<file path="config.mk">
export PLATFORM = sky130hd
export DESIGN_NAME = fpu_cvt_sched
export DESIGN_NICKNAME = d
export VERILOG_FILES = /design/src/rtl/fpu_pkg.sv /design/src/rtl/fpu_resp_fifo.sv /design/src/rtl/fpu_cvt_sched.sv
export SDC_FILE = /design/constraint.sdc
export NUM_CORES = 1
export LEC_CHECK = 0
export CELL_PAD_IN_SITES_DETAIL_PLACEMENT = 0
export CELL_PAD_IN_SITES_GLOBAL_PLACEMENT = 1
export CORE_MARGIN = 2
export CORE_UTILIZATION = 37
export DETAILED_ROUTE_END_ITERATION = 10
export HOLD_SLACK_MARGIN = 0.03
export PLACE_DENSITY_LB_ADDON = 0.15
export RECOVER_POWER = 50
export SLEW_MARGIN = 20
export SYNTH_ARGS = -nofsm -noshare
export SYNTH_HDL_FRONTEND = slang
export SYNTH_SLANG_ARGS = --single-unit
</file>
<file path="constraint.sdc">
create_clock -name clk -period 2.7 [get_ports clk]
set_input_delay 0.54 -clock clk [delete_from_list [all_inputs] [get_ports clk]]
set_output_delay 0.54 -clock clk [all_outputs]
set_load 0.01 [all_outputs]
</file>
<file path="src/rtl/fpu_pkg.sv">
// fpu_pkg: shared opcode and in-flight metadata types for the conversion scheduler.
package fpu_pkg;

   // Widest tag and requester index carried through the meta pipe.
   localparam int CVT_TAGW = 8;
   localparam int CVT_SRCW = 2;

   typedef enum logic {
      CVT_FTOI = 1'b0,
      CVT_ITOF = 1'b1
   } cvt_op_e;

   typedef struct packed {
      logic                valid;
      cvt_op_e             op;
      logic [CVT_TAGW-1:0] tag;
      logic [CVT_SRCW-1:0] src;
   } cvt_meta_t;

endpackage

</file>
<file path="src/rtl/fpu_resp_fifo.sv">
// fpu_resp_fifo: synchronous response FIFO with occupancy count; storage is not reset.
module fpu_resp_fifo #(
   parameter int DEPTH = 4,
   parameter int WIDTH = 32
) (
   input  logic                   clk,
   input  logic                   rstn,
   input  logic                   push,
   input  logic                   pop,
   input  logic [WIDTH-1:0]       din,
   output logic [WIDTH-1:0]       dout,
   output logic [$clog2(DEPTH):0] count,
   output logic                   empty,
   output logic                   full
);

   localparam int AW = $clog2(DEPTH);

   logic [WIDTH-1:0] mem [DEPTH];
   logic [AW-1:0]    wr_ptr;
   logic [AW-1:0]    rd_ptr;
   logic             do_push;
   logic             do_pop;

   assign empty   = (count == '0);
   assign full    = (count == (AW+1)'(DEPTH));
   assign do_pop  = pop && !empty;
   assign do_push = push && (!full || do_pop);
   assign dout    = mem[rd_ptr];

   always_ff @(posedge clk) begin
      if (do_push) mem[wr_ptr] <= din;
   end

   always_ff @(posedge clk or negedge rstn) begin
      if (!rstn) begin
         wr_ptr <= '0;
         rd_ptr <= '0;
         count  <= '0;
      end else begin
         if (do_push) wr_ptr <= wr_ptr + 1'b1;
         if (do_pop)  rd_ptr <= rd_ptr + 1'b1;
         case ({do_push, do_pop})
            2'b10:   count <= count + 1'b1;
            2'b01:   count <= count - 1'b1;
            default: count <= count;
         endcase
      end
   end

endmodule

</file>
<file path="src/rtl/fpu_cvt_sched.sv">
// fpu_cvt_sched: round-robin issue onto shared ftoi/itof pipelines with credit-protected,
// in-order responses. Define FPU_CVT_BYPASS_EN to let a result skip the empty FIFO.
module fpu_cvt_sched
   import fpu_pkg::*;
#(
   parameter int NSTAGE     = 2,
   parameter int NREQ       = 2,
   parameter int TAGW       = 5,
   parameter int OBUF_DEPTH = 4
) (
   input  logic                      clk,
   input  logic                      rstn,
   input  logic [NREQ-1:0]           req_valid,
   output logic [NREQ-1:0]           req_ready,
   input  logic [NREQ-1:0]           req_op,
   input  logic [NREQ-1:0][31:0]     req_data,
   input  logic [NREQ-1:0][TAGW-1:0] req_tag,
   output logic [31:0]               cvt_x,
   input  logic [31:0]               ftoi_y,
   input  logic [31:0]               itof_y,
   output logic                      resp_valid,
   input  logic                      resp_ready,
   output logic [31:0]               resp_data,
   output logic [TAGW-1:0]           resp_tag,
   output logic [$clog2(NREQ)-1:0]   resp_src
);

   localparam int SRCW = $clog2(NREQ);
   localparam int CNTW = $clog2(OBUF_DEPTH) + 1;
   localparam int RSPW = 32 + TAGW + SRCW;

   cvt_meta_t          meta_p [NSTAGE+1];
   cvt_meta_t          meta_in;
   cvt_meta_t          wb;
   logic [SRCW-1:0]    rr_ptr;
   logic [SRCW-1:0]    grant_idx;
   logic               grant_any;
   logic [15:0]        inflight;
   logic signed [15:0] credit;
   logic [CNTW-1:0]    fifo_count;
   logic               fifo_empty;
   logic               fifo_full;
   logic               fifo_push;
   logic               fifo_pop;
   logic [RSPW-1:0]    fifo_din;
   logic [RSPW-1:0]    fifo_dout;
   logic [RSPW-1:0]    head;
   logic [31:0]        wb_data;
   logic               meta_unused;

   // Every op issued but not yet popped holds a FIFO slot; registered state only.
   always_comb begin
      inflight = '0;
      for (int s = 0; s <= NSTAGE; s++) inflight = inflight + 16'(meta_p[s].valid);
      credit = signed'(16'(OBUF_DEPTH) - 16'(fifo_count) - inflight);
   end

   always_comb begin
      grant_any = 1'b0;
      grant_idx = '0;
      if (rstn && credit > 16'sd0) begin
         for (int k = 0; k < NREQ; k++) begin
            if (!grant_any && req_valid[(int'(rr_ptr) + k) % NREQ]) begin
               grant_any = 1'b1;
               grant_idx = SRCW'((int'(rr_ptr) + k) % NREQ);
            end
         end
      end
      req_ready = '0;
      if (grant_any) req_ready[grant_idx] = 1'b1;
   end

   always_comb begin
      meta_in       = '0;
      meta_in.valid = grant_any;
      meta_in.op    = cvt_op_e'(req_op[grant_idx]);
      meta_in.tag   = CVT_TAGW'(req_tag[grant_idx]);
      meta_in.src   = CVT_SRCW'(grant_idx);
   end

   // Stage 0 pairs with cvt_x; stage NSTAGE lines up with the unit results.
   always_ff @(posedge clk or negedge rstn) begin
      if (!rstn) begin
         cvt_x  <= '0;
         rr_ptr <= '0;
         for (int s = 0; s <= NSTAGE; s++) meta_p[s] <= '0;
      end else begin
         if (grant_any) begin
            cvt_x  <= req_data[grant_idx];
            rr_ptr <= SRCW'((int'(grant_idx) + 1) % NREQ);
         end
         meta_p[0] <= meta_in;
         for (int s = 1; s <= NSTAGE; s++) meta_p[s] <= meta_p[s-1];
      end
   end

   // Writeback stage
   assign wb          = meta_p[NSTAGE];
   assign wb_data     = (wb.op == CVT_FTOI) ? ftoi_y : itof_y;
   assign fifo_din    = {wb_data, TAGW'(wb.tag), SRCW'(wb.src)};
   assign meta_unused = ^{wb.tag, wb.src};

   always_comb begin
`ifdef FPU_CVT_BYPASS_EN
      resp_valid = !fifo_empty || wb.valid;
      head       = fifo_empty ? fifo_din : fifo_dout;
      fifo_push  = wb.valid && !(fifo_empty && resp_ready);
`else
      resp_valid = !fifo_empty;
      head       = fifo_dout;
      fifo_push  = wb.valid;
`endif
      fifo_pop = !fifo_empty && resp_ready;
      {resp_data, resp_tag, resp_src} = resp_valid ? head : '0;
   end

   fpu_resp_fifo #(
      .DEPTH (OBUF_DEPTH),
      .WIDTH (RSPW)
   ) u_fifo (
      .clk   (clk),
      .rstn  (rstn),
      .push  (fifo_push),
      .pop   (fifo_pop),
      .din   (fifo_din),
      .dout  (fifo_dout),
      .count (fifo_count),
      .empty (fifo_empty),
      .full  (fifo_full)
   );

   a_no_overflow: assert property (@(posedge clk) disable iff (!rstn) fifo_push |-> !fifo_full);

endmodule

</file>
==> summary.md, run 1 <==
| Metric | Value |
|---|---|
| Max Freq | `0.296 GHz` |
| Cell Area, Placed | `11700 µm²` |
| Final Hold Fails | `0` |
| Clock latency on the worst-skew pair | `490 ps` |
| Tcrit/Tclk final | `1.25` |
| Yosys top cell area share | `0.510` |
| CP Max Fanout | `3` |
| Commonest cells in the netlist | `edfxtp_1 (152), dfrtp_1 (64), and2_1 (42)` |
| Die Ht | `160 µm` |
| Setup TNS | `-25170 ps` |
| H-Tree Depth | `1` |
| Max-Cap Viols | `2` |
| Worst setup SP type | `register` |
| Core box area | `23600 µm²` |
| TritonCTS buffer count | `23` |
| FFs w/ async S/R, synth | `0.296` |
| Int Pwr | `9.73 mW` |
| Setup crit end | `req_ready[0]` |
| CTS Buffer Depth | `3` |
| Largest net degree at the start of global routing | `65` |
| Area grow syn2layout | `44.6%` |
| Final antenna-violating net count | `0` |
| Final instance area | `13000 µm²` |
| Cell Count, Final, Fillers Out | `1134` |
| Cell with the most instances after synthesis | `edfxtp_1` |
| Syn Inst Count | `520` |
| Clock Power Share | `0.223` |
| Initial antenna violation count | `1` |
| Psw | `4.33 mW` |
| Syn Std Cell Area | `8960 µm²` |
| Switch share | `0.308` |
| Post-layout min period | `3380 ps` |
| Arrival time worst endpoint | `2840 ps` |
| CTS tree | `done` |
| Failing checks | `capacitance limit, slew limit, setup timing` |
| Type of the worst setup path | `reg2out` |
| R2R depth | `11` |
| Share of layout cells above drive strength 1 | `0.248` |
| Root Driver | `clkbuf_16` |
| Synth area leader | `edfxtp_1` |
| Filler cells | `1935` |
| DR pass1 iterations | `4` |
| Hold Path Class | `reg2reg` |
| Max transition margin | `-0.0666` |
| Via count | `5693` |
| CP Data Required Time | `2160 ps` |
| DR iter-0 viols | `306` |
| Avg Inst Size Synth | `17.2 µm²` |
| P_leak | `4.79 nW` |
| GRT Residual Overflow | `0` |
| Routed WL | `22100 µm` |
| Vias in the first global route | `6377` |
| Worst-path clk slew | `60 ps` |
| Die span in x | `160 µm` |
| TritonCTS Sinks | `216` |
| Layout Nets | `955` |
| Power Dens Cells | `1090 nW/µm²` |
| Syn_nets | `677` |
| Total power | `14.1 mW` |
| Die Area | `25500 µm²` |
| Sequential power share | `0.334` |
| Placed insts | `1054` |
| Final Max Tran Viols | `97` |
| IO Port Bufs | `217` |
| Register area share after synthesis | `0.688` |
| Yosys synthesis warning count | `0` |
| Slew @ Worst Pin | `1600 ps` |
| # setup viols final | `51` |
| Top cells by area, synth | `edfxtp_1 (51%), dfrtp_1 (18%), mux4_2 (9.6%)` |
| Status | `complete, but fails checks` |
| RePlAce Congestion | `0.847` |
| Critical Path End Type | `primary output` |
| Initial cell density of the core | `0.379` |
| Top Ports | `218` |
| Routed wire length per instance | `19.5 µm` |
| Reg-to-reg slack, setup | `-610 ps` |
| Skew final | `6.51 ps` |
| EDFF count, synth | `152` |
| Post-synth top flop | `edfxtp_1` |
| Global-route usage over all layers | `0.173` |
| Setup Slack @ Placement | `-631 ps` |
| Setup ws final | `-680 ps` |
| DPL Wire Length | `14400 µm` |
| Setup crit start | `fifo_push` |
| R2R Path Start | `fifo_push` |
| Yosys reg bits | `216` |
| DRC errors left | `0` |
| Unrepaired setup endpoints after global routing | `true` |
| R2R Path End | `cvt_x[5]` |
| First-pass GRT wire length | `34800 µm` |
| Library cells used by synthesis | `30` |
| Row cnt | `56` |
| Peak VDD IR | `644 µV` |
| Combinational share of power | `0.443` |
| Vias per cell | `5.02` |
cell type report:
| type | instances | area [µm²] | area share |
|---|---|---|---|
| sequential | 216 | 6170 | 0.476 |
| timing repair buffer | 288 | 2860 | 0.221 |
| multi-input combinational | 259 | 2720 | 0.210 |
| clock buffer | 27 | 591 | 0.0456 |
| tap | 319 | 399 | 0.0308 |
| clock inverter | 14 | 175 | 0.0135 |
| inverter | 10 | 37.5 | 0.00290 |
| antenna | 1 | 2.50 | 0.000193 |
cell families (layout without fill, tap and decap cells):
| group | count (synthesis) | after routing | share of synthesized area |
|---|---|---|---|
| xor+xnor | 5 | 5 | 0.00489 |
| fa+ha+maj | 12 | 12 | 0.0193 |
| buf+inv | 49 | 339 | 0.0256 |
| flops | 216 | 216 | 0.688 |
| compound gates | 40 | 40 | 0.0418 |
| other cells | 0 | 1 | 0 |
| mux | 78 | 78 | 0.146 |
| simple gates | 120 | 124 | 0.0746 |
registers in the layout, summed over array words and instances, names as in the netlist, 2 cells and up:
signal / cells
u_fifo.wr_ptr: 2
meta_p: 17
u_fifo.mem: 152
cvt_x: 32
u_fifo.rd_ptr: 2
u_fifo.count: 3
fifo_din: 6
worst min-delay path by stage:
stage | end | startpoint | slack, ps | cells after the start
CTS | cvt_x[8] | rstn | 310 | 2
global placement | meta_p[12] | meta_p[24] | 330 | 0
global route | fifo_din[2] | meta_p[15] | 360 | 0
finish | fifo_din[4] | meta_p[17] | 350 | 0
floorplan | cvt_x[0] | rstn | 240 | 0
detailed placement | fifo_din[4] | meta_p[17] | 330 | 0
power groups by stage:
| stage | Sequential [mW] | Clock, mW | Combinational (mW) |
|---|---|---|---|
| 6_report | 4.69 | 3.14 | 6.23 |
| 5_1_grt | 4.76 | 3.35 | 6.72 |
| 4_1_cts | 4.70 | 3.23 | 6.19 |
| 3_5_place_dp | 4.75 | 0 | 5.52 |
| 3_3_place_gp | 4.73 | 0 | 5.42 |
| 2_1_floorplan | 4.71 | 0 | 3.01 |
stage by stage:
step / utilization / hold slack (ps)
final: 0.549 / 346
after global routing: 0.548 / 364
after CTS: 0.547 / 306
after detailed placement: 0.496 / 335
after global placement: 0.496 / 331
after floorplan: - / 244
routing by layer:
layer | vias to the layer above | wire (µm) | track usage
met5 | - | 0 | 0
li1 | 2604 | - | -
met4 | 0 | 436 | 0.0438
met2 | 227 | 11000 | 0.305
met1 | 2824 | 8950 | 0.210
met3 | 38 | 1740 | 0.0490
cell usage in the layout (no fill, tap or decap), types with 3 or more instances in the layout:
master | Yosys | routed
clkdlybuf4s15_1 | 0 | 12
clkinv_2 | 0 | 4
xnor2_1 | 5 | 5
clkbuf_2 | 0 | 11
clkdlybuf4s50_1 | 0 | 176
a221o_1 | 32 | 32
ha_1 | 9 | 6
mux2_4 | 0 | 6
and2_4 | 0 | 7
nor4_1 | 34 | 32
nand2_1 | 35 | 35
clkbuf_1 | 23 | 7
mux4_2 | 38 | 38
edfxtp_1 | 152 | 152
mux2_1 | 0 | 31
inv_1 | 10 | 8
dlygate4sd2_1 | 0 | 4
dfrtp_1 | 64 | 62
or4_4 | 1 | 5
buf_4 | 0 | 39
clkbuf_16 | 0 | 25
clkinv_1 | 0 | 3
and2_2 | 0 | 4
bufinv_16 | 0 | 4
and2_1 | 42 | 31
fa_1 | 3 | 3
buf_6 | 5 | 22
o21ai_0 | 3 | 3
buf_12 | 0 | 10
buf_2 | 6 | 6
worst max-delay path: stages (launching register included):
cell and delay (ps):
dfrtp_1 400, fa_1 550, ha_2 190, fa_1 450
a21oi_2 190, nor2b_4 70, nor4b_2 270, buf_4 160
buf_6 90
what timing repair did:
item,CTS,global route
gates resized for setup,158,29
pin swaps,15,6
setup buffers,24,9
endpoints found under the setup margin,82,80
hold buffers,0,0
cloned,5,2
Note: power is estimated with default switching activity, not from simulation.
==> run 2, diff against run 1 <==
- CTS_BUF_LIST: default -> sky130_fd_sc_hd__clkbuf_8 sky130_fd_sc_hd__clkbuf_16
==> summary.md, run 2 (synthesized netlist as in run 1, its figures left out) <==
| Metric | Value |
|---|---|
| Status | `complete, but fails checks (unchanged)` |
| Failing checks | `capacitance limit, slew limit, setup timing (unchanged)` |
| Filler cells | `1935 (unchanged)` |
| Arrival time worst endpoint | `2840 ps (about the same)` |
| Area of the multi-input gates | `2720 µm² (unchanged)` |
| Crit path max-delay family | `adder cells (unchanged)` |
| Share of layout cells above drive strength 1 | `0.248 (unchanged)` |
| CTS Hold Bufs | `0 (unchanged)` |
| CTS Buffer Depth | `3 (unchanged)` |
| DR iter-0 viols | `305 (was 306)` |
| First-pass GRT wire length | `34800 µm (unchanged)` |
| Reg-to-reg slack, setup | `-610 ps (about the same)` |
| Critical Path End Type | `primary output (unchanged)` |
| Hold worst-path end | `fifo_din[4] (unchanged)` |
| Power Dens Cells | `1080 nW/µm² (was 1090 nW/µm²)` |
| Worst setup SP type | `register (unchanged)` |
| Vias per cell | `5.03 (was 5.02)` |
| Final Hold Fails | `0 (unchanged)` |
| Clock latency on the worst-skew pair | `490 ps (about the same)` |
| CTS tree | `done (unchanged)` |
| Peak VDD IR | `644 µV (about the same)` |
| Most frequent cells in the layout | `clkdlybuf4s50_1 (176), edfxtp_1 (152), dfrtp_1 (62) (unchanged)` |
| Biggest regs | `u_fifo.mem (152), cvt_x (32), meta_p (17) (unchanged)` |
| DRC errors left | `0 (unchanged)` |
| GRT Residual Overflow | `0 (unchanged)` |
| R2R depth | `11 (unchanged)` |
| Root Driver | `clkbuf_16 (unchanged)` |
| Max Freq | `0.296 GHz (about the same)` |
| Routed WL | `22100 µm (about the same)` |
| Worst path slowest cell | `fa_1 (unchanged)` |
| HP Start | `meta_p[17] (unchanged)` |
| Commonest non-fill, non-tap cell in the layout | `clkdlybuf4s50_1 (unchanged)` |
| Row cnt | `56 (unchanged)` |
| Worst-path clk slew | `60 ps (about the same)` |
| DPL Wire Length | `14400 µm (unchanged)` |
| Initial antenna violation count | `1 (unchanged)` |
| R2R Path Start | `fifo_push (unchanged)` |
| Hold Path Class | `reg2reg (unchanged)` |
| Area grow syn2layout | `44.6% (unchanged)` |
| # setup viols final | `51 (unchanged)` |
| RePlAce Congestion | `0.847 (unchanged)` |
| Largest net degree at the start of global routing | `65 (unchanged)` |
| Tcrit/Tclk final | `1.25 (about the same)` |
| Max transition margin | `-0.0669 (was -0.0666)` |
| CP Buf/Inv Count | `2 (unchanged)` |
| Unrepaired setup endpoints after global routing | `true (unchanged)` |
| Vias in the first global route | `6377 (unchanged)` |
| DR pass1 iterations | `4 (unchanged)` |
| Post-layout min period | `3380 ps (about the same)` |
| Most Frequent Cell on Critical Path | `fa_1 (unchanged)` |
| H-Tree Depth | `1 (unchanged)` |
| Max-Cap Viols | `2 (unchanged)` |
| Core box area | `23600 µm² (unchanged)` |
| Final antenna-violating net count | `0 (unchanged)` |
| IO Port Bufs | `217 (unchanged)` |
| Setup Slack @ Placement | `-631 ps (unchanged)` |
| Max reg flops | `152 (unchanged)` |
| Sequential cell area | `6170 µm² (unchanged)` |
| TritonCTS Sinks | `216 (unchanged)` |
| Global-route usage over all layers | `0.173 (unchanged)` |
| Skew final | `6.25 ps (was 6.51 ps)` |
| Die span in x | `160 µm (unchanged)` |
| Worst stage delay on the critical path | `550 ps (about the same)` |
| Top reg by flops | `u_fifo.mem (unchanged)` |
| TritonCTS buffer count | `23 (unchanged)` |
| Initial cell density of the core | `0.379 (unchanged)` |
| Slew @ Worst Pin | `1600 ps (about the same)` |
| Layout Nets | `955 (unchanged)` |
| Die Ht | `160 µm (unchanged)` |
| CP cell instances | `fa_1 -> ha_2 -> fa_1 -> a21oi_2 -> nor2b_4 -> nor4b_2 -> buf_4 -> buf_6 (unchanged)` |
| Die Area | `25500 µm² (unchanged)` |
| R2R Path End | `cvt_x[5] (unchanged)` |
| Setup ws final | `-680 ps (about the same)` |
| Via count | `5699 (was 5693)` |
| Routed wire length per instance | `19.5 µm (about the same)` |
| Type of the worst setup path | `reg2out (unchanged)` |
| CP Max Fanout | `3 (unchanged)` |
| CP Data Required Time | `2160 ps (about the same)` |
| Total power | `14.0 mW (was 14.1 mW)` |
| Top Ports | `218 (unchanged)` |
| P_leak | `4.80 nW (was 4.79 nW)` |
| Final Max Tran Viols | `97 (unchanged)` |
| Hold Path Stages | `0 (unchanged)` |
-- run 2: how the worst max path moves through the flow --
stage               start      endpoint  slack, ps  cells after the start
2_1_floorplan  meta_p[23]     cvt_x[22]       -270                     10
6_report        fifo_push  req_ready[0]       -680                      8
5_1_grt         fifo_push  req_ready[1]       -810                      7
4_1_cts         fifo_push  req_ready[0]       -780                      8
3_3_place_gp   meta_p[23]  req_ready[0]       -640                      8
3_5_place_dp   meta_p[23]  req_ready[0]       -630                      8
-- run 2: timing repair --
item | CTS | global route
endpoints found under the setup margin | 82 | 80
cloned | 5 | 2
buffers inserted | 24 | 9
pin swaps | 15 | 6
gates resized for setup | 158 | 29
-- run 2: metal layers --
metal  share of wire  track usage  vias to the layer above
met1            0.40        0.210                     2829
met4           0.020       0.0438                        0
met2            0.50        0.305                      228
met5               0            0                        -
met3           0.079       0.0490                       38
li1                -            -                     2604
-- run 2: layout make-up --
cell class / instances / share of cell area
sequential: 216 / 0.476
timing repair buffer: 288 / 0.221
multi-input combinational: 259 / 0.210
clock buffer: 23 / 0.0444
tap: 319 / 0.0308
clock inverter: 18 / 0.0147
inverter: 10 / 0.00290
antenna: 1 / 0.000193
-- run 2: worst register-to-register path, cell delays in order (launching register included) --
cell and delay [ps]:
dfrtp_1 400, fa_1 550, ha_2 190, fa_1 450, a21oi_2 190, nor2b_4 70
buf_6 110, buf_6 110, buf_12 110, buf_6 120, or4_4 580, a221o_1 330
-- run 2: power breakdown --
| part | switching (mW) | internal [mW] | leakage, nW |
|---|---|---|---|
| registers | 0.353 | 4.34 | 2.16 |
| clock network | 1.19 | 1.93 | 0.386 |
| logic | 2.79 | 3.45 | 2.26 |
-- run 2: metrics by stage --
step                      setup TNS [ps]  instances  hold slack (ps)  area (µm²)   util
after detailed placement          -20750       1054              335       11700  0.496
after global routing              -31190       1133              364       12900  0.548
after CTS                         -29630       1124              306       12900  0.547
final                             -25140       1134              346       13000  0.549
after floorplan                    -9340        520              244        8980      -
after global placement            -18400       1054              331       11700  0.496
==> run 3, diff against run 2 <==
- SLEW_MARGIN: 20 -> 5
==> results of run 3 <==
Same layout as run 2: the final DEF is identical, and so are final timing and power.
==> edit: new RTL, settings of run 1 <==
The option `FPU_CVT_BYPASS_EN` is turned on by a define.
--- a/src/rtl/fpu_cvt_sched.sv
+++ b/src/rtl/fpu_cvt_sched.sv
@@ -2,2 +2,4 @@
 // in-order responses. Define FPU_CVT_BYPASS_EN to let a result skip the empty FIFO.
+`define FPU_CVT_BYPASS_EN
+
 module fpu_cvt_sched
Check against the original RTL: not equivalent (a bounded check fails within 4 cycles, from zero or initial values and one cycle with rstn low).
==> edit against run 1 <==
  * The flow finishes with violations (setup timing)
  * Via count rose by 13%
  * Synthesized area rose by 8.6%
  * Total power rose by 11%
  * Design area rose by 7.6%
  * Sequential cell count did not move
  * First-iteration DRC count rose by 17%
  * Setup slack got worse by 170 ps
  * Die area rose by 8.3%
  * Clock skew rose by 15 ps
  * Routed wire length rose by 11%
  * Largest cell class unchanged
  * Largest power group unchanged
==> edit: results (changes against run 1) <==
Timing
  • Setup violators final: 81 (was 51)
  • Worst Skew: 21.1 ps (was 6.51 ps)
  • Worst Max-Slew Pin Slew: 1450 ps (was 1600 ps)
  • Setup TNS: -21610 ps (was -25170 ps)
  • Final worst slack: -852 ps (was -680 ps)

Routing
  • 1st-pass router iterations: 6 (was 4)
  • Initial drt markers: 357 (was 306)
  • Number of vias per cell: 5.12 (was 5.02)
  • Metal2 WL: 12400 um (was 11000 um)
  • Routed length on met1: 9920 um (was 8950 um)
  • Wire length on met3: 1700 um (was 1740 um)
  • Wire length per cell after detailed routing: 19.5 um (about the same)

Finish
  • Largest regs: u_fifo.mem x152, cvt_x x32, meta_p x18 (was u_fifo.mem x152, cvt_x x32, meta_p x17)
  • # nets final: 1058 (was 955)
  • # fillers: 2178 (was 1935)
  • Share of layout cells above drive strength 1: 21.8% (was 24.8%)
  • Fin cells: 1253 (was 1134)

Placed design
  • Pre-CTS setup slack: -978 ps (was -631 ps)
  • Area after DPL: 12600 um^2 (was 11700 um^2)
  • Post-DP HPWL: 15700 um (was 14400 um)
  • Routability cong.: 0.761 (was 0.847)
  • Placed insts: 1192 (was 1054)

Global route
  • Vias in the first global route: 6956 (was 6377)
  • Met2 usage: 29.9% (was 30.5%)
  • Pin count of the biggest net entering global routing: 56 (was 65)
  • Grt met3 use: 3.96% (was 4.90%)
  • First-pass GRT wire length: 37700 um (was 34800 um)
  • GRT Total Usage: 17.0% (was 17.3%)

Clock tree
  • # resized after CTS: 44 (was 158)
  • Inserted Clock Buffers: 22 (was 23)
  • Post-CTS setup buffer count: 6 (was 24)
  • Hold_buf cts: 1 (was 0)

Run status
  • Run status: finished, violations left (unchanged)
  • Violated checks: setup timing (was capacitance limit, slew limit, setup timing)

Synth
  • Synth Area in Compound Gates: 10.3% (was 4.18%)
  • Top post-synthesis cells by area: edfxtp_1, dfrtp_1, mux4_2, o311ai_2, mux2_2 (was edfxtp_1, dfrtp_1, mux4_2, mux2_2, a221o_1)
  • XOR/XNOR Fraction of Synth Area: 0.450% (was 0.489%)
  • Syn Nets: 801 (was 677)
  • Post-synth top cells: edfxtp_1, inv_1, dfrtp_1 (was edfxtp_1, dfrtp_1, and2_1)
  • Adder-Cell Fraction of Synth Area: 1.78% (was 1.93%)
  • Yosys cell types: 40 (was 30)
  • Mux share of post-synthesis cell area: 13.4% (was 14.6%)
  • Synthesized area per cell: 15.1 um^2 (was 17.2 um^2)

Power and ir drop
  • Net Sw Frac: 34.1% (was 30.8%)
  • Worst IR Drop VDD: 0.000677 V (was 0.000644 V)
  • Sw Pwr: 5310 uW (was 4330 uW)
  • Power Combinational: 7660 uW (was 6230 uW)
[edit: path summary, 6_finish.rpt]
check,endpoint,cells past startpoint,slack [ps],start
max,req_ready[0],8,-850,meta_p[35]
min,fifo_din[4],0,350,meta_p[17]
max reg2reg,meta_p[28],10,-370,meta_p[35]
min reg2reg,fifo_din[4],0,350,meta_p[17]
max in group asynchronous,u_fifo.rd_ptr[0],3,450,rstn
min in group asynchronous,u_fifo.count[1],3,780,rstn
[edit: final cells by class]
cell class	instances	area [um^2]	area share (%)
multi-input combinational	295	3240	23.3
clock buffer	25	593	4.26
tap	335	419	3.01
antenna	1	2.50	0.0180
sequential	216	6170	44.3
timing repair buffer	286	3010	21.6
inverter	80	300	2.15
clock inverter	15	196	1.41
[edit: cell families (layout without fill, tap and decap cells)]
logic type,Yosys count,in the layout
AO/OA/AOI/OAI,111,111
XOR/XNOR,5,5
adder cells (fa/ha/maj),12,12
buffers and inverters,133,406
flip-flops,216,216
multiplexers,78,78
other,0,1
AND/OR/NAND/NOR,89,89
